$ cat config.mk
export PLATFORM = sky130hd
export DESIGN_NAME = irq_sequencer_flat
export DESIGN_NICKNAME = d
export VERILOG_FILES = /design/src/rtl/irq_pkg.sv /design/src/rtl/irq_sequencer_if.sv /design/src/rtl/nmi_edge.sv /design/src/rtl/irq_sequencer.sv /design/src/flat_wrapper.sv
export SDC_FILE = /design/constraint.sdc
export NUM_CORES = 1
export LEC_CHECK = 0
export CORE_AREA = 2 2 55 57
export CTS_CLUSTER_DIAMETER = 150
export DETAILED_ROUTE_END_ITERATION = 7
export DIE_AREA = 0 0 57 59
export GPL_ROUTABILITY_DRIVEN = 0
export PLACE_DENSITY = 0.77
export REMOVE_ABC_BUFFERS = 1
export SYNTH_ARGS = -nofsm -noshare
export SYNTH_HDL_FRONTEND = slang
export SYNTH_SLANG_ARGS = --single-unit
$ cat constraint.sdc
create_clock -name ph2 -period 1.38 [get_ports ph2]
set_input_delay 0.345 -clock ph2 [delete_from_list [all_inputs] [get_ports ph2]]
set_output_delay 0.345 -clock ph2 [all_outputs]
set_load 0.05 [all_outputs]
$ cat src/rtl/irq_pkg.sv
// Shared types and constants for the interrupt/reset entry sequencer:
// state and cause encodings, stack-source select, vector bases, control decode.
package irq_pkg;

  typedef enum logic [2:0] {
    ST_IDLE     = 3'd0,
    ST_PUSH_PCH = 3'd1,
    ST_PUSH_PCL = 3'd2,
    ST_PUSH_P   = 3'd3,
    ST_VEC_LO   = 3'd4,
    ST_VEC_HI   = 3'd5
  } state_t;

  typedef enum logic [1:0] {
    CAUSE_NONE  = 2'd0,
    CAUSE_RESET = 2'd1,
    CAUSE_NMI   = 2'd2,
    CAUSE_IRQ   = 2'd3
  } cause_t;

  typedef enum logic [1:0] {
    PSEL_PCH  = 2'd0,
    PSEL_PCL  = 2'd1,
    PSEL_P    = 2'd2,
    PSEL_NONE = 2'd3
  } push_sel_t;

  localparam logic [15:0] VEC_NMI   = 16'hFFFA;
  localparam logic [15:0] VEC_RESET = 16'hFFFC;
  localparam logic [15:0] VEC_IRQ   = 16'hFFFE;

  typedef struct packed {
    logic        active;
    push_sel_t   push_sel;
    logic        mem_write;
    logic        sp_dec;
    logic        b_flag;
    logic [15:0] vec_addr;
    logic        pcl_load;
    logic        pch_load;
    logic        set_i;
    logic        done;
  } ctl_t;

  localparam ctl_t CTL_IDLE = '{active: 1'b0, push_sel: PSEL_NONE, mem_write: 1'b0,
                                sp_dec: 1'b0, b_flag: 1'b0, vec_addr: 16'h0000,
                                pcl_load: 1'b0, pch_load: 1'b0, set_i: 1'b0, done: 1'b0};

  function automatic logic [15:0] vec_base(input cause_t c);
    logic [15:0] b;
    case (c)
      CAUSE_RESET: b = VEC_RESET;
      CAUSE_NMI:   b = VEC_NMI;
      CAUSE_IRQ:   b = VEC_IRQ;
      default:     b = 16'h0000;
    endcase
    return b;
  endfunction

  function automatic ctl_t decode_ctl(input state_t s, input cause_t c, input logic brk);
    ctl_t o;
    o = CTL_IDLE;
    case (s)
      ST_PUSH_PCH: begin o.active = 1'b1; o.push_sel = PSEL_PCH; o.sp_dec = 1'b1; end
      ST_PUSH_PCL: begin o.active = 1'b1; o.push_sel = PSEL_PCL; o.sp_dec = 1'b1; end
      ST_PUSH_P: begin
        o.active   = 1'b1;
        o.push_sel = PSEL_P;
        o.sp_dec   = 1'b1;
        o.b_flag   = brk;
      end
      ST_VEC_LO: begin o.active = 1'b1; o.vec_addr = vec_base(c); o.pcl_load = 1'b1; end
      ST_VEC_HI: begin
        o.active   = 1'b1;
        o.vec_addr = vec_base(c) + 16'd1;
        o.pch_load = 1'b1;
        o.set_i    = 1'b1;
        o.done     = 1'b1;
      end
      default: o = CTL_IDLE;
    endcase
    // Reset entry performs dummy pushes: the stack pointer moves but nothing is written.
    o.mem_write = o.sp_dec & (c != CAUSE_RESET);
    return o;
  endfunction

endpackage

$ cat src/rtl/irq_sequencer_if.sv
// Request inputs and datapath control outputs of the interrupt sequencer.
interface irq_sequencer_if;
  logic        insn_boundary;
  logic        ready;
  logic        nmi_n;
  logic        irq_n;
  logic        brk_req;
  logic        i_flag;
  logic        active;
  logic [1:0]  cause;
  logic [1:0]  push_sel;
  logic        mem_write;
  logic        sp_dec;
  logic        b_flag;
  logic [15:0] vec_addr;
  logic        pcl_load;
  logic        pch_load;
  logic        set_i;
  logic        done;

  modport slave (
    input  insn_boundary, ready, nmi_n, irq_n, brk_req, i_flag,
    output active, cause, push_sel, mem_write, sp_dec, b_flag, vec_addr,
           pcl_load, pch_load, set_i, done
  );

  modport master (
    output insn_boundary, ready, nmi_n, irq_n, brk_req, i_flag,
    input  active, cause, push_sel, mem_write, sp_dec, b_flag, vec_addr,
           pcl_load, pch_load, set_i, done
  );
endinterface

$ cat src/rtl/nmi_edge.sv
// NMI falling-edge detector with a sticky request latch; frozen while ready=0
// so an edge arriving during a stall is seen once ready returns.
module nmi_edge (
  input  logic clk,
  input  logic rst_n,
  input  logic i_ready,
  input  logic i_nmi_n,
  input  logic i_clr,
  output logic o_pending
);

  logic r_nmi_prev;
  logic r_pending;
  logic w_fall;

  assign w_fall = r_nmi_prev & ~i_nmi_n;

  // Edge history and latch; a fresh edge outranks a same-cycle clear.
  always_ff @(posedge clk or negedge rst_n) begin
    if (!rst_n) begin
      r_nmi_prev <= 1'b1;
      r_pending  <= 1'b0;
    end else if (i_ready) begin
      r_nmi_prev <= i_nmi_n;
      r_pending  <= w_fall | (r_pending & ~i_clr);
    end
  end

  assign o_pending = r_pending;

endmodule

$ cat src/rtl/irq_sequencer.sv
// Interrupt/reset entry sequencer: pushes PC and P, then fetches the vector.
// Controls are registered from the next state, so no input reaches an output combinationally.
module irq_sequencer
  import irq_pkg::*;
(
  input  logic            ph2,
  input  logic            reset,
  irq_sequencer_if.slave  bus
);

  state_t r_state, w_state_nx;
  cause_t r_cause, w_cause_nx;
  logic   r_brk, w_brk_nx;
  logic   r_reset_pend, w_reset_pend_nx;
  logic   w_nmi_pend, w_nmi_clr, w_irq_pend;
  ctl_t   r_ctl, w_ctl_nx;

  nmi_edge u_nmi_edge (
    .clk       (ph2),
    .rst_n     (reset),
    .i_ready   (bus.ready),
    .i_nmi_n   (bus.nmi_n),
    .i_clr     (w_nmi_clr),
    .o_pending (w_nmi_pend)
  );

  assign w_irq_pend = ~bus.irq_n & ~bus.i_flag;

  // State register.
  always_ff @(posedge ph2 or negedge reset) begin
    if (!reset) begin
      r_state      <= ST_IDLE;
      r_cause      <= CAUSE_NONE;
      r_brk        <= 1'b0;
      r_reset_pend <= 1'b1;
    end else begin
      r_state      <= w_state_nx;
      r_cause      <= w_cause_nx;
      r_brk        <= w_brk_nx;
      r_reset_pend <= w_reset_pend_nx;
    end
  end

  // Next-state logic; everything holds while ready=0.
  always_comb begin
    w_state_nx      = r_state;
    w_cause_nx      = r_cause;
    w_brk_nx        = r_brk;
    w_reset_pend_nx = r_reset_pend;
    w_nmi_clr       = 1'b0;
    if (bus.ready) begin
      case (r_state)
        ST_IDLE: begin
          if (r_reset_pend) begin
            w_state_nx      = ST_PUSH_PCH;
            w_cause_nx      = CAUSE_RESET;
            w_brk_nx        = 1'b0;
            w_reset_pend_nx = 1'b0;
          end else if (bus.insn_boundary && w_nmi_pend) begin
            w_state_nx = ST_PUSH_PCH;
            w_cause_nx = CAUSE_NMI;
            w_brk_nx   = 1'b0;
            w_nmi_clr  = 1'b1;
          end else if (bus.insn_boundary && (bus.brk_req || w_irq_pend)) begin
            w_state_nx = ST_PUSH_PCH;
            w_cause_nx = CAUSE_IRQ;
            w_brk_nx   = bus.brk_req;
          end else begin
            w_state_nx = ST_IDLE;
          end
        end
        ST_PUSH_PCH: w_state_nx = ST_PUSH_PCL;
        ST_PUSH_PCL: w_state_nx = ST_PUSH_P;
        ST_PUSH_P:   w_state_nx = ST_VEC_LO;
        ST_VEC_LO:   w_state_nx = ST_VEC_HI;
        ST_VEC_HI: begin
          w_state_nx = ST_IDLE;
          w_cause_nx = CAUSE_NONE;
          w_brk_nx   = 1'b0;
        end
        default: begin
          w_state_nx = ST_IDLE;
          w_cause_nx = CAUSE_NONE;
          w_brk_nx   = 1'b0;
        end
      endcase
    end else begin
      w_state_nx = r_state;
    end
  end

  // Output decode of the upcoming state.
  always_comb begin
    w_ctl_nx = decode_ctl(w_state_nx, w_cause_nx, w_brk_nx);
  end

  // Output register.
  always_ff @(posedge ph2 or negedge reset) begin
    if (!reset) begin
      r_ctl <= CTL_IDLE;
    end else begin
      r_ctl <= w_ctl_nx;
    end
  end

  assign bus.active    = r_ctl.active;
  assign bus.cause     = r_cause;
  assign bus.push_sel  = r_ctl.push_sel;
  assign bus.mem_write = r_ctl.mem_write;
  assign bus.sp_dec    = r_ctl.sp_dec;
  assign bus.b_flag    = r_ctl.b_flag;
  assign bus.vec_addr  = r_ctl.vec_addr;
  assign bus.pcl_load  = r_ctl.pcl_load;
  assign bus.pch_load  = r_ctl.pch_load;
  assign bus.set_i     = r_ctl.set_i;
  assign bus.done      = r_ctl.done;

endmodule

$ cat src/flat_wrapper.sv
// flat-port wrapper written by rule: the top's interface ports become plain ports
module irq_sequencer_flat import irq_pkg::*;
  (ph2, reset, bus_insn_boundary, bus_ready, bus_nmi_n, bus_irq_n, bus_brk_req, bus_i_flag, bus_active, bus_cause, bus_push_sel, bus_mem_write, bus_sp_dec, bus_b_flag, bus_vec_addr, bus_pcl_load, bus_pch_load, bus_set_i, bus_done);
  irq_sequencer_if bus_i ();
  input  logic ph2;
  input  logic reset;
  input wire logic [$bits(bus_i.insn_boundary)-1:0] bus_insn_boundary;
  input wire logic [$bits(bus_i.ready)-1:0] bus_ready;
  input wire logic [$bits(bus_i.nmi_n)-1:0] bus_nmi_n;
  input wire logic [$bits(bus_i.irq_n)-1:0] bus_irq_n;
  input wire logic [$bits(bus_i.brk_req)-1:0] bus_brk_req;
  input wire logic [$bits(bus_i.i_flag)-1:0] bus_i_flag;
  output wire logic [$bits(bus_i.active)-1:0] bus_active;
  output wire logic [$bits(bus_i.cause)-1:0] bus_cause;
  output wire logic [$bits(bus_i.push_sel)-1:0] bus_push_sel;
  output wire logic [$bits(bus_i.mem_write)-1:0] bus_mem_write;
  output wire logic [$bits(bus_i.sp_dec)-1:0] bus_sp_dec;
  output wire logic [$bits(bus_i.b_flag)-1:0] bus_b_flag;
  output wire logic [$bits(bus_i.vec_addr)-1:0] bus_vec_addr;
  output wire logic [$bits(bus_i.pcl_load)-1:0] bus_pcl_load;
  output wire logic [$bits(bus_i.pch_load)-1:0] bus_pch_load;
  output wire logic [$bits(bus_i.set_i)-1:0] bus_set_i;
  output wire logic [$bits(bus_i.done)-1:0] bus_done;
  assign bus_i.insn_boundary = bus_insn_boundary;
  assign bus_i.ready = bus_ready;
  assign bus_i.nmi_n = bus_nmi_n;
  assign bus_i.irq_n = bus_irq_n;
  assign bus_i.brk_req = bus_brk_req;
  assign bus_i.i_flag = bus_i_flag;
  assign bus_active = bus_i.active;
  assign bus_cause = bus_i.cause;
  assign bus_push_sel = bus_i.push_sel;
  assign bus_mem_write = bus_i.mem_write;
  assign bus_sp_dec = bus_i.sp_dec;
  assign bus_b_flag = bus_i.b_flag;
  assign bus_vec_addr = bus_i.vec_addr;
  assign bus_pcl_load = bus_i.pcl_load;
  assign bus_pch_load = bus_i.pch_load;
  assign bus_set_i = bus_i.set_i;
  assign bus_done = bus_i.done;
  irq_sequencer u_core (.ph2(ph2), .reset(reset), .bus(bus_i));
endmodule
==> results of run 1 <==
[cells in the final DEF, fill, tap and decap left out, types with 3 or more instances in the layout]
cell type	count
dfstp_2	4
nor2b_1	3
buf_4	19
dfrtp_1	11
dlygate4sd2_1	5
clkbuf_4	3
inv_1	3
nand2_1	8
dfrtp_2	5
nor2_1	4
buf_12	30
[logic make-up after synthesis]
logic type,count (synthesis)
muxes,1
AOI/OAI and AO/OA,26
DFF,20
xor gates and xnor gates,1
and+or+nand+nor,31
buffers and inverters,23
[routing by layer]
layer / vias to the layer above / GRT usage / wire, µm
li1: 423 / - / -
met1: 438 / 0.204 / 1050
met2: 29 / 0.302 / 1430
met3: 4 / 0.0590 / 157
met4: 0 / 0.0465 / 38
met5: - / 0 / 0
[final timing paths]
kind | start | endpoint | slack (ns) | cells past startpoint
min in group ph2 | u_core.u_nmi_edge.r_nmi_prev | u_core.u_nmi_edge.o_pending | 0.54 | 2
setup reg to reg | u_core.r_state[0] | u_core.bus.vec_addr[1] | -0.07 | 5
hold / removal | reset | u_core.bus.vec_addr[1] | 0.24 | 1
max in group asynchronous | reset | u_core.r_reset_pend | 0.70 | 2
setup / recovery | u_core.r_state[0] | u_core.bus.vec_addr[1] | -0.07 | 5
hold reg to reg | u_core.u_nmi_edge.r_nmi_prev | u_core.u_nmi_edge.o_pending | 0.54 | 2
[power by group through the flow]
stage	logic, mW	clock network [mW]	registers, mW
5_1_grt	3.12	0.387	1.08
6_report	2.97	0.346	1.06
4_1_cts	2.91	0.360	1.04
2_1_floorplan	0.586	0	1.70
3_5_place_dp	2.77	0	1.03
3_3_place_gp	2.72	0	1.03
[registers in the layout, summed over array words and instances, names as in the netlist, 2 cells and up]
register	flops
u_core.r_state	3
u_core.bus.cause	2
u_core.bus.vec_addr	3
u_core.bus.push_sel	2
[per-stage QoR]
stage / setup TNS [ns] / power, mW / utilization / area [µm²]
2_1_floorplan: -42.49 / 2.29 / - / 913
3_3_place_gp: -6.47 / 3.76 / 0.643 / 1740
3_5_place_dp: -7.46 / 3.81 / 0.643 / 1740
4_1_cts: -0.725 / 4.31 / 0.679 / 1840
5_1_grt: -1.91 / 4.59 / 0.690 / 1870
6_report: -0.665 / 4.37 / 0.690 / 1870
[repair_timing]
action / CTS / global route
resized for setup: 20 / 6
setup endpoints to repair: 33 / 25
hold buffers: 0 / 0
pin swaps: 8 / 3
gates cloned: 0 / 0
buffers inserted: 3 / 1
[synth_stat cells (2+ instances only)]
cell type	instances	area [µm²]
a21oi_1	2	10.0
a21o_1	2	15.0
o21a_1	2	15.0
dfstp_2	4	105
o21bai_1	2	15.0
nand3_1	2	10.0
nand3b_1	2	15.0
buf_4	15	113
nor2_1	5	18.8
o21ai_0	3	15.0
nor3_1	2	10.0
nand2b_1	2	12.5
dfrtp_1	16	400
buf_2	3	15.0
nand2_1	8	30.0
o21ai_1	2	10.0
nor2b_1	4	25.0
inv_1	3	11.3
[critical path: cells and delay by family (launching register included)]
family,cells,cell delay [ns]
AOI/OAI and AO/OA,3,0.58
buffers and inverters,1,0.15
DFF,1,0.49
and+or+nand+nor,1,0.18
[area by class of cell]
cell class / instances / area [µm²] / area share
Clock buffer: 4 / 36.3 / 0.0194
Inverter: 4 / 15.0 / 0.00803
Multi-Input combinational cell: 59 / 449 / 0.240
Sequential cell: 20 / 512 / 0.274
Tap cell: 31 / 38.8 / 0.0207
Timing Repair Buffer: 57 / 818 / 0.438
==> flow_summary.yaml, run 1 <==
timing:
  rsz0062_at_grt: "yes"
  setup_ws_ns: -0.0737
  clock_skew_ns: 0.00118
  final_hold_viol_count: 0
  relSlewSlack: 0.788
  period_needed_ns: 1.45
  slew_viol_final: 0
  finalSetupViolCount: 18
  post-route-period-util: 1.05
  holdWs_ns: 0.241
  worst_pin_slew_ns: 0.317
  fmax_mhz: 688
status:
  status: "finished with violations"
  violations: "setup timing"
logic_synthesis:
  syn-cell-area_um2: 1050
  synth_cell_types: 41
  yosys.area_share.simple: 0.160
  ys_seq_area_frac: 0.479
  synth_cells: 102
  yosys.area_share.adder: 0
  synth_edf_count: 0
  synth-compound-area-share: 0.193
  synth_top_family_by_area: "compound AO/OA/AOI/OAI gates"
  synthXorXnorAreaFrac: 0.00830
  yosysWarningCount: 0
  muxShareOfSynthArea: 0.0107
  syn_avg_cell_area_um2: 10.3
  async_flop_share: 1.00
  yosys_register_bits: 20
  ys.flop_type: "dfrtp_1"
worst_hold_path:
  min_path_type: "input port to asynchronous set/reset pin"
pwr:
  pwr-share-comb: 0.679
  peakVddDrop_uv: 1660
  switching_power_mw: 1.90
  p_leak_nw: 0.828
  seqPwrFrac: 0.242
  power_frac_clock: 0.079
  p_int_mw: 2.47
  power.density_nw_per_um2: 2340
  switching_share: 0.435
detailed_routing:
  dr.first_iter.drc_count: 20
  ant_nets: 0
  drt_pass1_iterations: 4
  post_drt_wl_per_cell_um: 15.3
  wirelength_mm: 2.68
  drc: 0
  viasPerCell: 5.11
  vias: 894
die:
  core_area_um2: 2710
  dieArea_um2: 3360
  row_count: 19
  initial_core_util: 0.389
  die_w_um: 57
  io_pins: 36
  die_h_um: 59
cells_and_area:
  instances_no_fill: 175
  antenna_cells: 0
  drive_gt1_frac: 0.576
  final_nets: 153
  n_fill_cell: 204
  area_growth_pct: 77.2
place:
  io_buffers: 35
  place_ws_ns: -0.586
  placed_cells: 167
  hpwlAfterDp_mm: 2.02
setup_path:
  crit_path_start_kind: "flip-flop"
  worstPathCellList: "buf_6 -> o211ai_1 -> o311ai_2 -> a21oi_2 -> nor2b_2"
  crit_fanout: 8
  path_class: "flip-flop to flip-flop"
  critical_path_arrival_ns: 1.70
  cp-end-kind: "flip-flop"
  slowest_stage: "dfrtp_2"
  worstPathRequired_ns: 1.63
  cp_slowest_stage_delay_ns: 0.49
clocking:
  clockRootBuffer: "clkbuf_4"
  clk_latency_ns: 0.31
  cts.sinks: 20
  cts_buffers: 3
  cts.htree.levels: 1
  cts_tree: "yes"
  clkTransAtPathRegs_ns: 0.11
  clockBufferDepth: 2
job:
  maxCapViolCount: 0
global_routing:
  grt_first_pass_wirelength_mm: 4.42
  grt_overflow: 0
  grt_max_degree: 18
  grt_usage: 0.173
  grt_pass1_vias: 951
  antenna_found_initial: 0
Power figures use the tool's default switching activity.
==> run 2, diff against run 1 <==
--- a/config.mk
+++ b/config.mk
@@ -11,6 +11,7 @@
 export DIE_AREA = 0 0 57 59
 export GPL_ROUTABILITY_DRIVEN = 0
 export PLACE_DENSITY = 0.77
+export RECOVER_POWER = 50
 export REMOVE_ABC_BUFFERS = 1
 export SYNTH_ARGS = -nofsm -noshare
 export SYNTH_HDL_FRONTEND = slang
==> run 2 against run 1 <==
  * Count of clock-buffer cells in the layout did not move
  * Highest routed layer unchanged
  * Largest cell class unchanged
  * Fmax is 0.29% higher
  * The run still ends with setup timing left
  * Power fell by 0.16%
==> flow_summary.yaml, run 2 (synthesized netlist as in run 1, its figures left out) <==
status:
  status: "finished with violations"
  violations: "setup timing"
pwr:
  p_leak_nw: 0.823
  total_power_mw: 4.36
  power.density_nw_per_um2: 2350
  peakVddDrop_uv: 1650
timing:
  post-route-period-util: 1.05
  rsz0062_at_grt: "yes"
  holdWs_ns: 0.281
  setup_ws_ns: -0.0694
  clock_skew_ns: 0.00135
  period_needed_ns: 1.45
  final_hold_viol_count: 0
  slew_viol_final: 0
  relSlewSlack: 0.718
  finalSetupViolCount: 18
  worst_pin_slew_ns: 0.424
  fmax_mhz: 690
  setup-tns-final_ns: -0.647
clocking:
  cts_tree: "yes"
  cts_buffers: 3
  cts.sinks: 20
  clockBufferDepth: 2
  clk_latency_ns: 0.31
  cts.htree.levels: 1
  holdBufCountCts: 0
  clockRootBuffer: "clkbuf_4"
  clkTransAtPathRegs_ns: 0.11
detailed_routing:
  wirelength_mm: 2.68
  drt_pass1_iterations: 4
  viasPerCell: 5.13
  drc: 0
  dr.first_iter.drc_count: 22
  post_drt_wl_per_cell_um: 15.3
  vias: 898
  ant_nets: 0
cells_and_area:
  register_area_um2: 512
  multi_input_area_um2: 449
  instances_no_fill: 175
  antenna_cells: 0
  layout.cells.most_common_list: "buf_12 (29), buf_4 (19), dfrtp_1 (11)"
  area_growth_pct: 75.8
  fin_util: 0.684
  final_nets: 153
  final_common_cell: "buf_12"
  drive_gt1_frac: 0.576
  n_fill_cell: 206
global_routing:
  grt_first_pass_wirelength_mm: 4.42
  grt_max_degree: 18
  grt_pass1_vias: 951
  grt_usage: 0.173
  antenna_found_initial: 0
  grt_overflow: 0
setup_path:
  path_class: "flip-flop to flip-flop"
  crit_path_start_kind: "flip-flop"
  r2r-start: "u_core.r_state[0]"
  crit_fanout: 8
  r2r_end: "u_core.bus.vec_addr[1]"
  timing.reg2reg.setup_slack_ns: -0.07
  critical_path_arrival_ns: 1.70
  cp-end-kind: "flip-flop"
  r2r_cells: 5
  worstPathRequired_ns: 1.63
die:
  io_pins: 36
  core_area_um2: 2710
  row_count: 19
  dieArea_um2: 3360
  die_h_um: 59
  die_w_um: 57
  initial_core_util: 0.389
job:
  maxCapViolCount: 0
place:
  hpwlAfterDp_mm: 2.02
  io_buffers: 35
  placed_cells: 167
worst_hold_path:
  min_path_type: "input port to asynchronous set/reset pin"
[run 2: how the worst max path moves through the flow]
stage,from,to,slack (ns)
6_report,u_core.r_state[0],u_core.bus.vec_addr[1],-0.07
5_1_grt,u_core.r_state[0],u_core.bus.vec_addr[1],-0.16
4_1_cts,u_core.bus.vec_addr[14],bus_vec_addr[8],-0.05
3_5_place_dp,bus_brk_req,u_core.bus.active,-0.59
3_3_place_gp,bus_brk_req,u_core.bus.active,-0.52
2_1_floorplan,u_core.bus.vec_addr[14],bus_vec_addr[10],-3.12
[run 2: metal layers]
| metal | global-route usage | vias up | share of wire |
|---|---|---|---|
| li1 | - | 424 | - |
| met1 | 0.204 | 441 | 0.39 |
| met2 | 0.302 | 29 | 0.54 |
| met3 | 0.0590 | 4 | 0.059 |
| met4 | 0.0465 | 0 | 0.014 |
| met5 | 0 | - | 0 |
[run 2: metrics by stage]
stage          worst slack, ns  area, µm²
5_1_grt                 -0.157       1850
3_5_place_dp            -0.586       1740
4_1_cts                -0.0510       1840
6_report               -0.0694       1850
3_3_place_gp            -0.519       1740
2_1_floorplan            -3.12        913
[run 2: timing repair]
action                                 CTS  global route
setup buffers                            3             1
pin swaps                                8             3
gates resized for setup                 20             6
setup endpoints to repair               33            25
endpoints found under the hold margin    0             0
[run 2: final cells by class]
type,instances,area share
Timing Repair Buffer,57,0.433
Tap cell,31,0.0209
Sequential cell,20,0.276
Clock buffer,4,0.0196
Multi-Input combinational cell,59,0.242
Inverter,4,0.00810
[run 2: where the power goes]
| group | internal [mW] | total (mW) | switching [mW] | leakage, nW |
|---|---|---|---|---|
| registers | 0.821 | 1.06 | 0.238 | 0.242 |
| logic | 1.48 | 2.96 | 1.48 | 0.560 |
| clock network | 0.161 | 0.345 | 0.184 | 0.0210 |
[run 2: worst max-delay path: stages, from the launching register on]
cell and delay (ns):
dfrtp_2 0.49, buf_6 0.15, o211ai_1 0.20, o311ai_2 0.17, a21oi_2 0.21, nor2b_2 0.18
